<file path="src/rtl/mul_seq_pkg.sv">
// rtl/mul_seq_pkg.sv - shared constants for the nibble-serial 8x8 multiplier sequencer
package mul_seq_pkg;

  // Controller state encoding
  localparam logic [1:0] IDLE = 2'd0;
  localparam logic [1:0] CALC = 2'd1;
  localparam logic [1:0] DONE = 2'd2;

  // Four nibble steps per product
  localparam int STEP_W = 2;

  // Left shift applied to each step's partial product before accumulation
  localparam int SH0 = 0;
  localparam int SH1 = 4;
  localparam int SH2 = 4;
  localparam int SH3 = 8;

  // Shift amount for a given step
  function automatic logic [3:0] step_shift(input logic [STEP_W-1:0] step);
    case (step)
      2'd0:    step_shift = 4'(SH0);
      2'd1:    step_shift = 4'(SH1);
      2'd2:    step_shift = 4'(SH2);
      default: step_shift = 4'(SH3);
    endcase
  endfunction

endpackage

</file>
<file path="src/rtl/top_multiplier.sv">
// rtl/top_multiplier.sv - shared 4x4 unsigned combinational multiplier
module top_multiplier (
  input  logic [3:0] A,
  input  logic [3:0] B,
  output logic [7:0] P
);

  // Zero-extend both nibbles so the product is computed at full 8-bit width
  assign P = {4'd0, A} * {4'd0, B};

endmodule

</file>
<file path="src/rtl/mul8_seq_ctrl.sv">
// rtl/mul8_seq_ctrl.sv - 8x8 unsigned multiply over four cycles on one 4x4 multiplier
module mul8_seq_ctrl
  import mul_seq_pkg::*;
#(
  parameter int ZERO_SKIP = 0,
  parameter int OUT_W     = 16
) (
  input  logic             clk,
  input  logic             rst,
  input  logic             in_valid,
  output logic             in_ready,
  input  logic [7:0]       A,
  input  logic [7:0]       B,
  output logic             out_valid,
  input  logic             out_ready,
  output logic [OUT_W-1:0] P,
  output logic             busy
);

  // The accumulator and product path are sized for exactly 16 bits
  generate
    if (OUT_W != 16) begin : g_bad_out_w
      $error("mul8_seq_ctrl: OUT_W must be 16");
    end
  endgenerate

  logic [1:0]        state;
  logic [1:0]        state_next;
  logic [STEP_W-1:0] step;
  logic [7:0]        a_r;
  logic [7:0]        b_r;
  logic [15:0]       acc;
  logic [3:0]        nib_a;
  logic [3:0]        nib_b;
  logic [7:0]        pp;
  logic [15:0]       sum;
  logic              accept;
  logic              zero_op;
  logic              last_step;

  assign accept    = in_valid & in_ready;
  assign zero_op   = (ZERO_SKIP != 0) && ((A == 8'd0) || (B == 8'd0));
  assign last_step = (step == {STEP_W{1'b1}});

  // Nibble select from registered operands: step bit0 picks A half, bit1 picks B half
  assign nib_a = step[0] ? a_r[7:4] : a_r[3:0];
  assign nib_b = step[1] ? b_r[7:4] : b_r[3:0];

  top_multiplier u_mult (
    .A (nib_a),
    .B (nib_b),
    .P (pp)
  );

  assign sum = acc + ({8'd0, pp} << step_shift(step));

  // State register
  always_ff @(posedge clk) begin
    if (rst) state <= IDLE;
    else     state <= state_next;
  end

  // Next-state logic; DONE with out_ready may accept the next pair on the same edge
  always_comb begin
    state_next = state;
    case (state)
      IDLE: if (accept) state_next = CALC;
      CALC: if (last_step) state_next = DONE;
      DONE: if (out_ready) state_next = accept ? CALC : IDLE;
      default: state_next = IDLE;
    endcase
  end

  // Handshake and status outputs; out_ready feeds in_ready combinationally
  always_comb begin
    in_ready = (state == IDLE) || ((state == DONE) && out_ready);
    busy     = (state == CALC) || (state == DONE);
  end

  // Operand capture, step counter, accumulator and result register.
  // A zero-skip pair enters CALC at the last step: with one operand entirely
  // zero every nibble product is zero, so the single CALC cycle yields P=0.
  always_ff @(posedge clk) begin
    if (rst) begin
      a_r       <= '0;
      b_r       <= '0;
      acc       <= '0;
      step      <= '0;
      P         <= '0;
      out_valid <= 1'b0;
    end else begin
      out_valid <= (state_next == DONE);
      if (accept) begin
        a_r  <= A;
        b_r  <= B;
        acc  <= '0;
        step <= zero_op ? {STEP_W{1'b1}} : '0;
      end else if (state == CALC) begin
        acc  <= sum;
        step <= step + STEP_W'(1);
        if (last_step) P <= OUT_W'(sum);
      end
    end
  end

endmodule

</file>
<file path="config.mk">
export PLATFORM = sky130hd
export DESIGN_NAME = mul8_seq_ctrl
export DESIGN_NICKNAME = d
export VERILOG_FILES = /design/src/rtl/mul_seq_pkg.sv /design/src/rtl/top_multiplier.sv /design/src/rtl/mul8_seq_ctrl.sv
export SDC_FILE = /design/constraint.sdc
export NUM_CORES = 1
export LEC_CHECK = 0
export BUFFER_PORTS_ARGS = -buffer_cell sky130_fd_sc_hd__buf_2
export CORE_UTILIZATION = 25
export CTS_BUF_LIST = sky130_fd_sc_hd__clkbuf_16
export CTS_CLUSTER_SIZE = 14
export DETAILED_ROUTE_END_ITERATION = 10
export PLACE_DENSITY_LB_ADDON = 0.2
export SLEW_MARGIN = 20
export SYNTH_ARGS = -nofsm -noshare
export SYNTH_HDL_FRONTEND = slang
export SYNTH_SLANG_ARGS = --single-unit
</file>
<file path="constraint.sdc">
create_clock -name clk -period 7.65 [get_ports clk]
set_input_delay 0.3825 -clock clk [delete_from_list [all_inputs] [get_ports clk]]
set_output_delay 0.3825 -clock clk [all_outputs]
set_load 0.01 [all_outputs]
</file>
# After elaboration in Yosys (flattened, before gate mapping)
# Index checks and enable logic that the tools add are counted.
# word_totals
reg_bits	53
word_cells	35
# classes
n_addsub	2
n_mul	1
eq_ne	6
shift	1
mux	8
bitwise_logic	2
reduce_logical	8
# ops
op	count
$add 16x16->16	1
$shl 8x4->16	1
$eq 2x2->1 const B	4
$mul 4x4->8	1
$mux 4	2
$pmux 4 s2	1
$mux 2	3
$pmux 2 s3	1
$eq 2x1->1 const B	2
$logic_not 2->1	2
$reduce_or 2->1	2
$reduce_and 3->1	1
$add 2x1->2 const B	1
$logic_or 1x1->1	2
$and 1x1->1	1
$logic_and 1x1->1	1
$mux 1	1
$not 1->1	1

# Longest topological paths before layout
# Gate-level depths: netlist of run 1.
# logic_depth
word_depth	8
depth_mapped	22

# Hierarchy
# A second synthesis of run 1 with hierarchy kept.
# unflattened
cells_unflattened	443
area_unflattened_um2	3674.8
# by_module_without_submodules
mod	n_inst	cells_per_inst	area_each_um2	seq_area_each_um2
mul8_seq_ctrl	1	392	3226.8	1061.0
top_multiplier	1	51	447.9	0.0

# Worst setup path before layout of run 1
# OpenSTA, ideal clock, no wires.
# synth_timing
path_type	reg-to-reg
from	reg step[1]
to	reg P[15]
setup_ns	0.079
arrival_time_ns	4.785
t_required_ns	7.571
path_slack_ns	2.785
stages_incl_launch_ff	23
n_path_buf	1
period_less_slack_ns	4.865
path_cell_list	dfxtp_1 > clkbuf_1 > mux2i_1 > or2_2 > fa_1 > inv_1 > fa_1 > inv_1 > fa_1 > inv_1 > a21o_1 > a21oi_1 > xnor2_1 > inv_1 > o22ai_1 > ha_1 > and2_4 > a21oi_1 > o21ai_1 > a21oi_1 > nand2_1 > xnor3_1 > a211oi_2
# synth_between
elab_chain_len	5
word_cells_on_any_way	11
# synth_lines
item	line_no	rtl
from (decl)	mul8_seq_ctrl.sv:29	logic [STEP_W-1:0] step;
from (signal assigned)	mul8_seq_ctrl.sv:97	step <= zero_op ? {STEP_W{1'b1}} : '0;
from (signal assigned)	mul8_seq_ctrl.sv:100	step <= step + STEP_W'(1);
parallel branches: the longest is 5 deep, another holds $add 16x16->16	--	
to (signal assigned)	mul8_seq_ctrl.sv:101	if (last_step) P <= OUT_W'(sum);
to (decl)	mul8_seq_ctrl.sv:16	output logic [OUT_W-1:0] P,
# Several ways; the timed one is not identified.
# A chain may end at the register's enable or synchronous reset.

# Worst setup path in the final report of run 1
# layout_timing
from	reg step[0]
to	reg P[15]
# layout_between
elab_chain_len	5
word_cells_on_any_way	11
# layout_lines
item
parallel branches: the longest is 5 deep, another holds $add 16x16->16
# Several ways; the timed one is not identified.

==> results of run 1 <==
through the flow:
step / hold WS (ns) / cell area (um2)
finish: 0.315 / 4030
CTS: 0.308 / 4030
global route: 0.311 / 4030
floorplan: 0.436 / 3570
detailed placement: 0.445 / 3870
global placement: 0.442 / 3870
per-layer routing:
metal  wire [um]  vias up
met4         144        0
met2        3970       65
met3         405       12
li1            -     1559
met1        4470     1345
met5           0        -
sequential cells by signal, indices dropped and copies added (netlist names):
signal / count
b_r: 8
a_r: 8
acc: 16
step: 2
P: 16
out_valid: 1
state: 2
cells by family (layout without fill, tap and decap cells):
| family | count (synthesis) | count (layout) |
|---|---|---|
| and+or+nand+nor | 175 | 175 |
| AOI/OAI and AO/OA | 95 | 95 |
| DFF | 53 | 53 |
| buffers and inverters | 42 | 65 |
| adders and majority gates | 37 | 37 |
| muxes | 19 | 19 |
| xor gates and xnor gates | 13 | 13 |
area by class of cell:
type                    instances  area (um2)
fillers                      1534        9850
multi-input cells             339        2310
flip-flops and latches         53        1060
well taps                     180         225
repair buffers                 39         198
clock buffers                   5         125
inverters                      18        67.6
clock inverters                 3        41.3
cells in the final DEF, fill, tap and decap left out, drive strengths merged, types with 4 or more instances in the layout:
cell type	n
o22ai	7
ha	32
fa	5
a211oi	8
o31ai	4
or2	5
o21ai	8
dfxtp	53
nand2b	5
a21o	6
o21a	6
xnor2	8
nor2	48
nand3b	5
mux2i	18
clkbuf	5
xor2	4
a21oi	43
nand2	62
buf	39
nor3	10
nor2b	9
nand3	11
inv	18
critical path, delay by kind of cell, from the launching register on:
kind / cells / cell delay, ns
muxes: 1 / 0.19
DFF: 1 / 0.52
buffers and inverters: 4 / 0.25
AOI/OAI and AO/OA: 7 / 1.12
and+or+nand+nor: 3 / 0.64
adders and majority gates: 4 / 1.90
xor gates and xnor gates: 2 / 0.52
worst paths after layout:
kind         slack (ns)                 start                  end
max reg2reg        2.41  step[0]$_SDFFE_PP0P_   P[15]$_SDFFE_PP0P_
min                0.32                  B[6]  b_r[6]$_SDFFE_PP0P_
max                2.41  step[0]$_SDFFE_PP0P_   P[15]$_SDFFE_PP0P_
min reg2reg        0.45     P[0]$_SDFFE_PP0P_    P[0]$_SDFFE_PP0P_
report_power, final:
group          total [mW]  switching [mW]  internal [mW]
sequential          0.288         0.00513          0.283
clock               0.264           0.110          0.154
combinational      0.0706          0.0453         0.0253
==> impl_metrics.py, run 1 <==
metrics = {
    "timing": {
        "relSlewSlack_pct": 45.0,
        "rsz0062_at_grt": "no",
        "post-route-period-util_pct": 68.5,
        "min_period_ns": 5.24,
        "layout_setup_ws_ns": 2.41,
        "worstMarginPinSlew_ns": 0.825,
        "finalSetupViolCount": 0,
        "max_freq_mhz": 191,
        "skew_ns": 0.00606,
        "hold_violations": 0,
        "finalSetupTns_ns": 0,
        "maxSlewViolCount": 0,
    },
    "yosys": {
        "synth-xor-area-share_pct": 3.58,
        "yosys-top-cells-count": "nand2_1 (62), dfxtp_1 (53), nor2_1 (47)",
        "yosysWarnings": 0,
        "synthCells": 434,
        "synth-main-ff-cell": "dfxtp_1",
        "synth-simple-area-share_pct": 23.7,
        "synth_cell_type_count": 66,
        "yosys.area.top_type_share_pct": 29.7,
        "synth_compound_area_share_pct": 18.2,
        "syn_avg_cell_area_um2": 8.23,
        "ys_seq_elements": 53,
        "synth-edff-count": 0,
        "synthMuxAreaShare_pct": 5.36,
        "async_flop_share_pct": 0,
        "yosysTopAreaCell": "dfxtp_1",
        "ys_seq_area_share_pct": 29.7,
        "synth_top_family_by_area": "simple AND/OR/NAND/NOR gates",
        "yosys.area_share.adder_pct": 14.0,
        "synth.most_common_cell": "nand2_1",
        "yosys-top-cells-area": "dfxtp_1 (30%), ha_1 (11%), nand2_1 (6.5%), a21oi_1 (5.6%), mux2i_1 (5.0%)",
        "syn_area_um2": 3570,
        "synth_nets": 491,
    },
    "routing": {
        "first_pass_iters": 6,
        "ant_nets": 0,
        "routed_wl_um": 8990,
        "wire_per_inst_um": 14.1,
        "viasPerCell": 4.68,
        "drc": 0,
        "drt_iter0_drc": 96,
        "vias": 2981,
    },
    "global_routing": {
        "grt_pass1_vias": 2969,
        "grt_start_max_net_pins": 44,
        "grt_overflow": 0,
        "grtUsageMet2_pct": 20.9,
        "busiest_layer": "met2",
        "antenna_found_initial": 0,
        "met3_usage_pct": 2.58,
        "met1_usage_pct": 17.8,
        "grt_pass1_wl_um": 15000,
        "grt_use_total_pct": 13.1,
    },
    "cts": {
        "clock_latency_ns": 0.30,
        "hold_buffers": 0,
        "cts_tree": "yes",
        "ctsResizeCount": 0,
        "path_clk_slew_ns": 0.07,
        "root_buffer": "clkbuf_16",
        "cts.sink_count": 53,
        "cts_made_buffers": 5,
        "post_cts_buffers": 0,
        "clock_path_buffers": 2,
        "htree_levels": 2,
    },
    "setup_path": {
        "start_kind": "flip-flop",
        "worstSetupPathType": "reg -> reg",
        "cpMostUsedCell": "inv_1",
        "end_kind": "flip-flop",
        "crit_path_top_delay_cell": "fa_1",
        "reg2reg_depth": 21,
        "cp.required_ns": 7.87,
        "cpPeakStageDelay_ns": 0.55,
        "path_cells": "mux2i_1, or2_2, fa_1, inv_1, fa_1, inv_1, fa_1, inv_1, a21o_1, a21oi_1, xnor2_1, inv_1, o22ai_1, ha_1, and2_4, a21oi_1, o21ai_1, a21oi_1, nand2_1, xnor3_1, a211oi_2",
        "cp_max_fo": 8,
        "worstPathArrival_ns": 5.46,
    },
    "final_layout": {
        "instances_no_fill": 637,
        "final_core_utilization_pct": 29.1,
        "area_growth_syn_to_layout_pct": 13.0,
        "antenna_cells": 0,
        "final_layout_size_suffix_gt1_share_pct": 15.3,
        "nets": 513,
    },
    "placed_design": {
        "place.port_buffers": 38,
        "place_ws_ns": 2.42,
        "place_congestion": 0.847,
        "place.detailed.hpwl_um": 6690,
        "dp_cells": 629,
    },
    "hold_path": {
        "hp-class": "in -> reg",
        "whs_path_depth": 3,
    },
    "run": {
        "drv_cap": 0,
    },
    "floorplan": {
        "ios": 39,
        "core_um2": 13900,
        "die_w_um": 121,
        "fp.dieH_um": 121,
        "num_rows": 43,
        "start_util_pct": 25.7,
        "die_area_um2": 14800,
    },
    "pwr": {
        "p_total_mw": 0.623,
        "powerDensity_nw_per_um2": 154,
        "ir_drop_uv": 77.6,
        "p_leak_nw": 1.72,
    },
    "status": {
        "status": "finished, final reports clean",
    },
}
Power figures use the tool's default switching activity.
==> run 2: changes to the inputs <==
clock period = 5.3 ns   (was 7.65 ns; I/O delays follow)
==> impl_metrics.py, run 2 (synthesized netlist as in run 1, its figures left out) <==
metrics = {
    "setup_path": {
        "cp_max_fo": 5,
        "path_cells": "mux2i_1, or2_2, fa_1, inv_1, fa_1, inv_1, fa_1, inv_1, a21o_1, a21oi_1, xnor2_1, mux2i_1, nor2_1, ha_1, a21oi_1, o21ai_2, and2_1, a211o_1, a21oi_4, mux2i_1, nand2_1",
        "worstPathArrival_ns": 5.19,
        "r2r_start": "step[0]$_SDFFE_PP0P_",
        "start_kind": "flip-flop",
        "r2r-end": "P[11]$_SDFFE_PP0P_",
        "crit_path_top_delay_cell": "fa_1",
        "end_kind": "flip-flop",
        "worstSetupPathType": "reg -> reg",
        "r2r_slack_ns": 0.29,
        "reg2reg_depth": 21,
        "cp.required_ns": 5.48,
        "cpPeakStageDelay_ns": 0.55,
    },
    "routing": {
        "ant_nets": 0,
        "drt_iter0_drc": 134,
        "viasPerCell": 4.74,
        "wire_per_inst_um": 14.1,
        "routed_wl_um": 9130,
        "first_pass_iters": 4,
        "drc": 0,
        "vias": 3058,
    },
    "placed_design": {
        "dp_cells": 638,
        "place.port_buffers": 38,
        "dpl_cell_area_um2": 3930,
        "place.detailed.hpwl_um": 6740,
        "place_congestion": 0.825,
        "place_ws_ns": 0.0702,
    },
    "pwr": {
        "internal_power_mw": 0.670,
        "power_frac_comb_pct": 12.2,
        "p_clk_share_pct": 41.3,
        "p_leak_nw": 1.77,
        "powerDensity_nw_per_um2": 216,
        "seq_power_share_pct": 46.5,
        "p_total_mw": 0.895,
        "ir_drop_uv": 112,
        "swShare_pct": 25.1,
        "power_switching_mw": 0.225,
    },
    "cts": {
        "clock_latency_ns": 0.30,
        "cts_tree": "yes",
        "post_cts_buffers": 0,
        "clock_path_buffers": 2,
        "ctsResizeCount": 0,
        "htree_levels": 2,
        "hold_buffers": 0,
        "root_buffer": "clkbuf_16",
        "cts_made_buffers": 5,
        "cts.sink_count": 53,
        "path_clk_slew_ns": 0.07,
    },
    "timing": {
        "post-route-period-util_pct": 94.5,
        "min_period_ns": 5.01,
        "worstMarginPinSlew_ns": 0.821,
        "layout_setup_ws_ns": 0.290,
        "skew_ns": 0.00821,
        "finalSetupTns_ns": 0,
        "hold_violations": 0,
        "finalSetupViolCount": 0,
        "max_freq_mhz": 200,
        "whs_ns": 0.204,
        "maxSlewViolCount": 0,
        "relSlewSlack_pct": 45.2,
    },
    "floorplan": {
        "fp.dieH_um": 121,
        "core_um2": 13900,
        "start_util_pct": 25.7,
        "die_w_um": 121,
        "die_area_um2": 14800,
        "ios": 39,
        "num_rows": 43,
    },
    "global_routing": {
        "grt_pass1_vias": 2979,
        "grt_start_max_net_pins": 44,
        "grt_use_total_pct": 12.9,
        "grt_overflow": 0,
        "antenna_found_initial": 0,
        "grt_pass1_wl_um": 14800,
    },
    "final_layout": {
        "instances_no_fill": 645,
        "area_growth_syn_to_layout_pct": 15.9,
        "postLayoutCellArea_um2": 4140,
        "final_common_cell": "nand2_1",
        "nets": 522,
        "top_regs": "P x16, acc x16",
        "antenna_cells": 0,
        "final_layout_size_suffix_gt1_share_pct": 18.5,
        "final_core_utilization_pct": 29.8,
        "final_cell_mix": "nand2_1 (62), dfxtp_1 (51), nor2_1 (47), a21oi_1 (39), buf_2 (38)",
    },
    "hold_path": {
        "min_to": "a_r[7]$_SDFFE_PP0P_",
        "whs_path_depth": 3,
        "holdCritStartpoint": "A[7]",
        "hp-class": "in -> reg",
    },
    "run": {
        "drv_cap": 0,
    },
    "status": {
        "status": "finished, final reports clean",
    },
}
-- run 2: worst max-delay path by stage --
stage                               from                  to  slack [ns]  cells past startpoint
finish              step[0]$_SDFFE_PP0P_  P[11]$_SDFFE_PP0P_        0.29                     21
global route        step[1]$_SDFFE_PP0P_  P[10]$_SDFFE_PP0P_      -0.007                     21
CTS                 step[1]$_SDFFE_PP0P_  P[15]$_SDFFE_PP0P_        0.08                     21
detailed placement  step[1]$_SDFFE_PP0P_  P[15]$_SDFFE_PP0P_        0.07                     21
global placement    step[0]$_SDFFE_PP0P_  P[15]$_SDFFE_PP0P_        0.16                     21
floorplan           step[1]$_SDFFE_PP0P_  P[15]$_SDFFE_PP0P_        0.44                     22
-- run 2: critical path, delay by kind of cell, from the launching register on --
kind                       cells  cell delay, ns
adders and majority gates      4            1.91
AOI/OAI and AO/OA              6            1.03
and+or+nand+nor                4            0.62
muxes                          3            0.58
DFF                            1            0.39
buffers and inverters          3            0.19
xor gates and xnor gates       1            0.16
-- run 2: area by class of cell --
class | instances | area [um2]
clock buffer | 5 | 125
tap | 180 | 225
sequential | 53 | 1060
inverter | 18 | 67.6
multi-input combinational | 339 | 2360
timing repair buffer | 48 | 265
fill | 1499 | 9740
clock inverter | 2 | 35.0
-- run 2: metal layers --
metal	track usage [%]	wire length (um)	vias up
met3	2.40	338	6
met1	17.1	4560	1408
met4	3.86	57	0
li1	-	-	1573
met5	0	0	-
met2	21.0	4170	71
-- run 2: power groups by stage --
| stage | registers (mW) | logic [mW] | clock network, mW |
|---|---|---|---|
| floorplan | 0.422 | 0.0780 | 0 |
| global placement | 0.425 | 0.109 | 0 |
| detailed placement | 0.425 | 0.110 | 0 |
| CTS | 0.416 | 0.110 | 0.381 |
| global route | 0.417 | 0.123 | 0.396 |
| finish | 0.416 | 0.109 | 0.370 |
==> run 3: changes to the inputs <==
BUFFER_PORTS_ARGS = unset   (was -buffer_cell sky130_fd_sc_hd__buf_2)
DONT_BUFFER_PORTS = 1   (was unset)
==> impl_metrics.py, run 3 (synthesized netlist as in run 1, its figures left out) <==
metrics = {
    "setup_path": {
        "cpPeakStageDelay_ns": 0.53,
        "cpMostUsedCell": "nor2_1",
        "worstSetupPathType": "reg -> reg",
        "reg2reg_depth": 20,
        "path_cells": "mux2i_1, or2_2, fa_1, inv_1, fa_1, ha_1, a21oi_2, o211ai_2, nor2_1, xor2_1, nor2_1, nor2_1, nor2_1, ha_1, a21o_1, o32ai_2, a21oi_4, a31oi_1, or4_1, nand3_1",
        "cp_num_cells": 20,
        "end_kind": "flip-flop",
        "cp.required_ns": 5.54,
        "worstPathArrival_ns": 5.27,
        "crit_family": "adder cells",
        "cp_max_fo": 6,
        "critPathBufInv": 1,
        "start_kind": "flip-flop",
        "crit_path_top_delay_cell": "fa_1",
    },
    "placed_design": {
        "place_congestion": 0.810,
        "place.detailed.hpwl_um": 6680,
        "place_ws_ns": 0.0317,
        "place.port_buffers": 0,
    },
    "hold_path": {
        "whs_path_depth": 1,
        "hp-class": "in -> reg",
    },
    "timing": {
        "rsz0062_at_grt": "no",
        "maxSlewViolCount": 0,
        "post-route-period-util_pct": 94.8,
        "finalSetupViolCount": 0,
        "finalSetupTns_ns": 0,
        "relSlewSlack_pct": 45.9,
        "min_period_ns": 5.02,
        "hold_violations": 0,
        "max_freq_mhz": 199,
        "skew_ns": 0.00504,
        "layout_setup_ws_ns": 0.277,
        "worstMarginPinSlew_ns": 0.809,
    },
    "floorplan": {
        "die_area_um2": 14800,
        "num_rows": 43,
        "ios": 39,
        "start_util_pct": 25.7,
        "die_w_um": 121,
        "fp.dieH_um": 121,
        "core_um2": 13900,
    },
    "cts": {
        "clock_path_buffers": 2,
        "path_clk_slew_ns": 0.08,
        "hold_buffers": 0,
        "cts.sink_count": 53,
        "clock_latency_ns": 0.30,
        "cts_tree": "yes",
        "root_buffer": "clkbuf_16",
        "htree_levels": 2,
        "cts_made_buffers": 5,
    },
    "final_layout": {
        "multi_input_area_um2": 2350,
        "seq_area_um2": 1070,
        "nets": 484,
        "nFillCells": 1514,
        "area_growth_syn_to_layout_pct": 10.0,
        "final_layout_size_suffix_gt1_share_pct": 11.9,
        "top_regs": "P x16, acc x16",
        "antenna_cells": 0,
        "final_cell_mix": "nand2_1 (62), dfxtp_1 (51), nor2_1 (46), a21oi_1 (38), ha_1 (31)",
        "final_common_cell": "nand2_1",
    },
    "routing": {
        "drt_iter0_drc": 94,
        "drc": 0,
        "ant_nets": 0,
        "routed_wl_um": 9130,
        "first_pass_iters": 4,
        "viasPerCell": 4.83,
        "wire_per_inst_um": 15.0,
        "vias": 2935,
    },
    "status": {
        "status": "finished, final reports clean",
    },
    "pwr": {
        "p_clk_share_pct": 40.2,
        "swShare_pct": 27.5,
        "internal_power_mw": 0.620,
        "powerDensity_nw_per_um2": 218,
        "seq_power_share_pct": 48.6,
        "ir_drop_uv": 123,
        "power_switching_mw": 0.235,
        "p_leak_nw": 1.57,
        "power_frac_comb_pct": 11.2,
        "p_total_mw": 0.856,
    },
    "global_routing": {
        "grt_use_total_pct": 13.0,
        "antenna_found_initial": 0,
        "grt_pass1_wl_um": 15000,
        "grt_start_max_net_pins": 44,
        "grt_pass1_vias": 2912,
        "grt_overflow": 0,
    },
    "run": {
        "drv_cap": 0,
    },
}
run 3: cell types whose count changed in the layout (fill, tap and decap cells not counted), sizes merged:
cell,previous run,this run
buf,48,10
clkinvlp,0,3
bufinv,1,0
clkinv,1,0
run 3: layout make-up:
class,instances,share of cell area [%]
Clock buffer,5,3.19
Tap cell,180,5.73
Clock inverter,3,0.573
Multi-Input combinational cell,339,59.7
Timing Repair Buffer,10,1.91
Sequential cell,53,27.1
Inverter,18,1.72
run 3: path summary, 6_finish.rpt:
path                                            from                   to  slack (ns)
worst max-delay path            step[0]$_SDFFE_PP0P_   P[10]$_SDFFE_PP0P_        0.28
worst min-delay path                             rst  b_r[2]$_SDFFE_PP0P_        0.02
worst max register to register  step[0]$_SDFFE_PP0P_   P[10]$_SDFFE_PP0P_        0.28
worst min register to register   b_r[3]$_SDFFE_PP0P_  b_r[3]$_SDFFE_PP0P_        0.45
run 3: power by group through the flow:
stage	Sequential [mW]	Combinational (mW)	Clock (mW)
3_5_place_dp	0.426	0.0955	0
3_3_place_gp	0.426	0.0948	0
5_1_grt	0.418	0.107	0.368
4_1_cts	0.416	0.0957	0.351
6_report	0.416	0.0956	0.344
2_1_floorplan	0.422	0.0780	0
run 3: metrics by stage:
| step | area, um2 | hold WS (ns) | utilization [%] | instances |
|---|---|---|---|---|
| final | 3930 | 0.0231 | 28.3 | 608 |
| after global routing | 3930 | 0.0139 | 28.3 | 608 |
| after CTS | 3880 | 0.0217 | 27.9 | 606 |
| after detailed placement | 3730 | 0.341 | 26.9 | 598 |
| after global placement | 3730 | 0.339 | 26.9 | 598 |
| after floorplan | 3570 | 0.401 | - | 434 |
run 3: what timing repair did:
action / CTS / global route
gates resized for setup: 0 / 10
setup buffers: 0 / 2
setup endpoints to repair: 0 / 11
run 3: layer usage:
layer | track usage (%) | vias up | share of wire (%)
li1 | - | 1503 | -
met1 | 17.3 | 1370 | 50
met4 | 3.32 | 0 | 1.4
met2 | 20.9 | 51 | 45
met5 | 0 | - | 0
met3 | 2.91 | 11 | 3.8
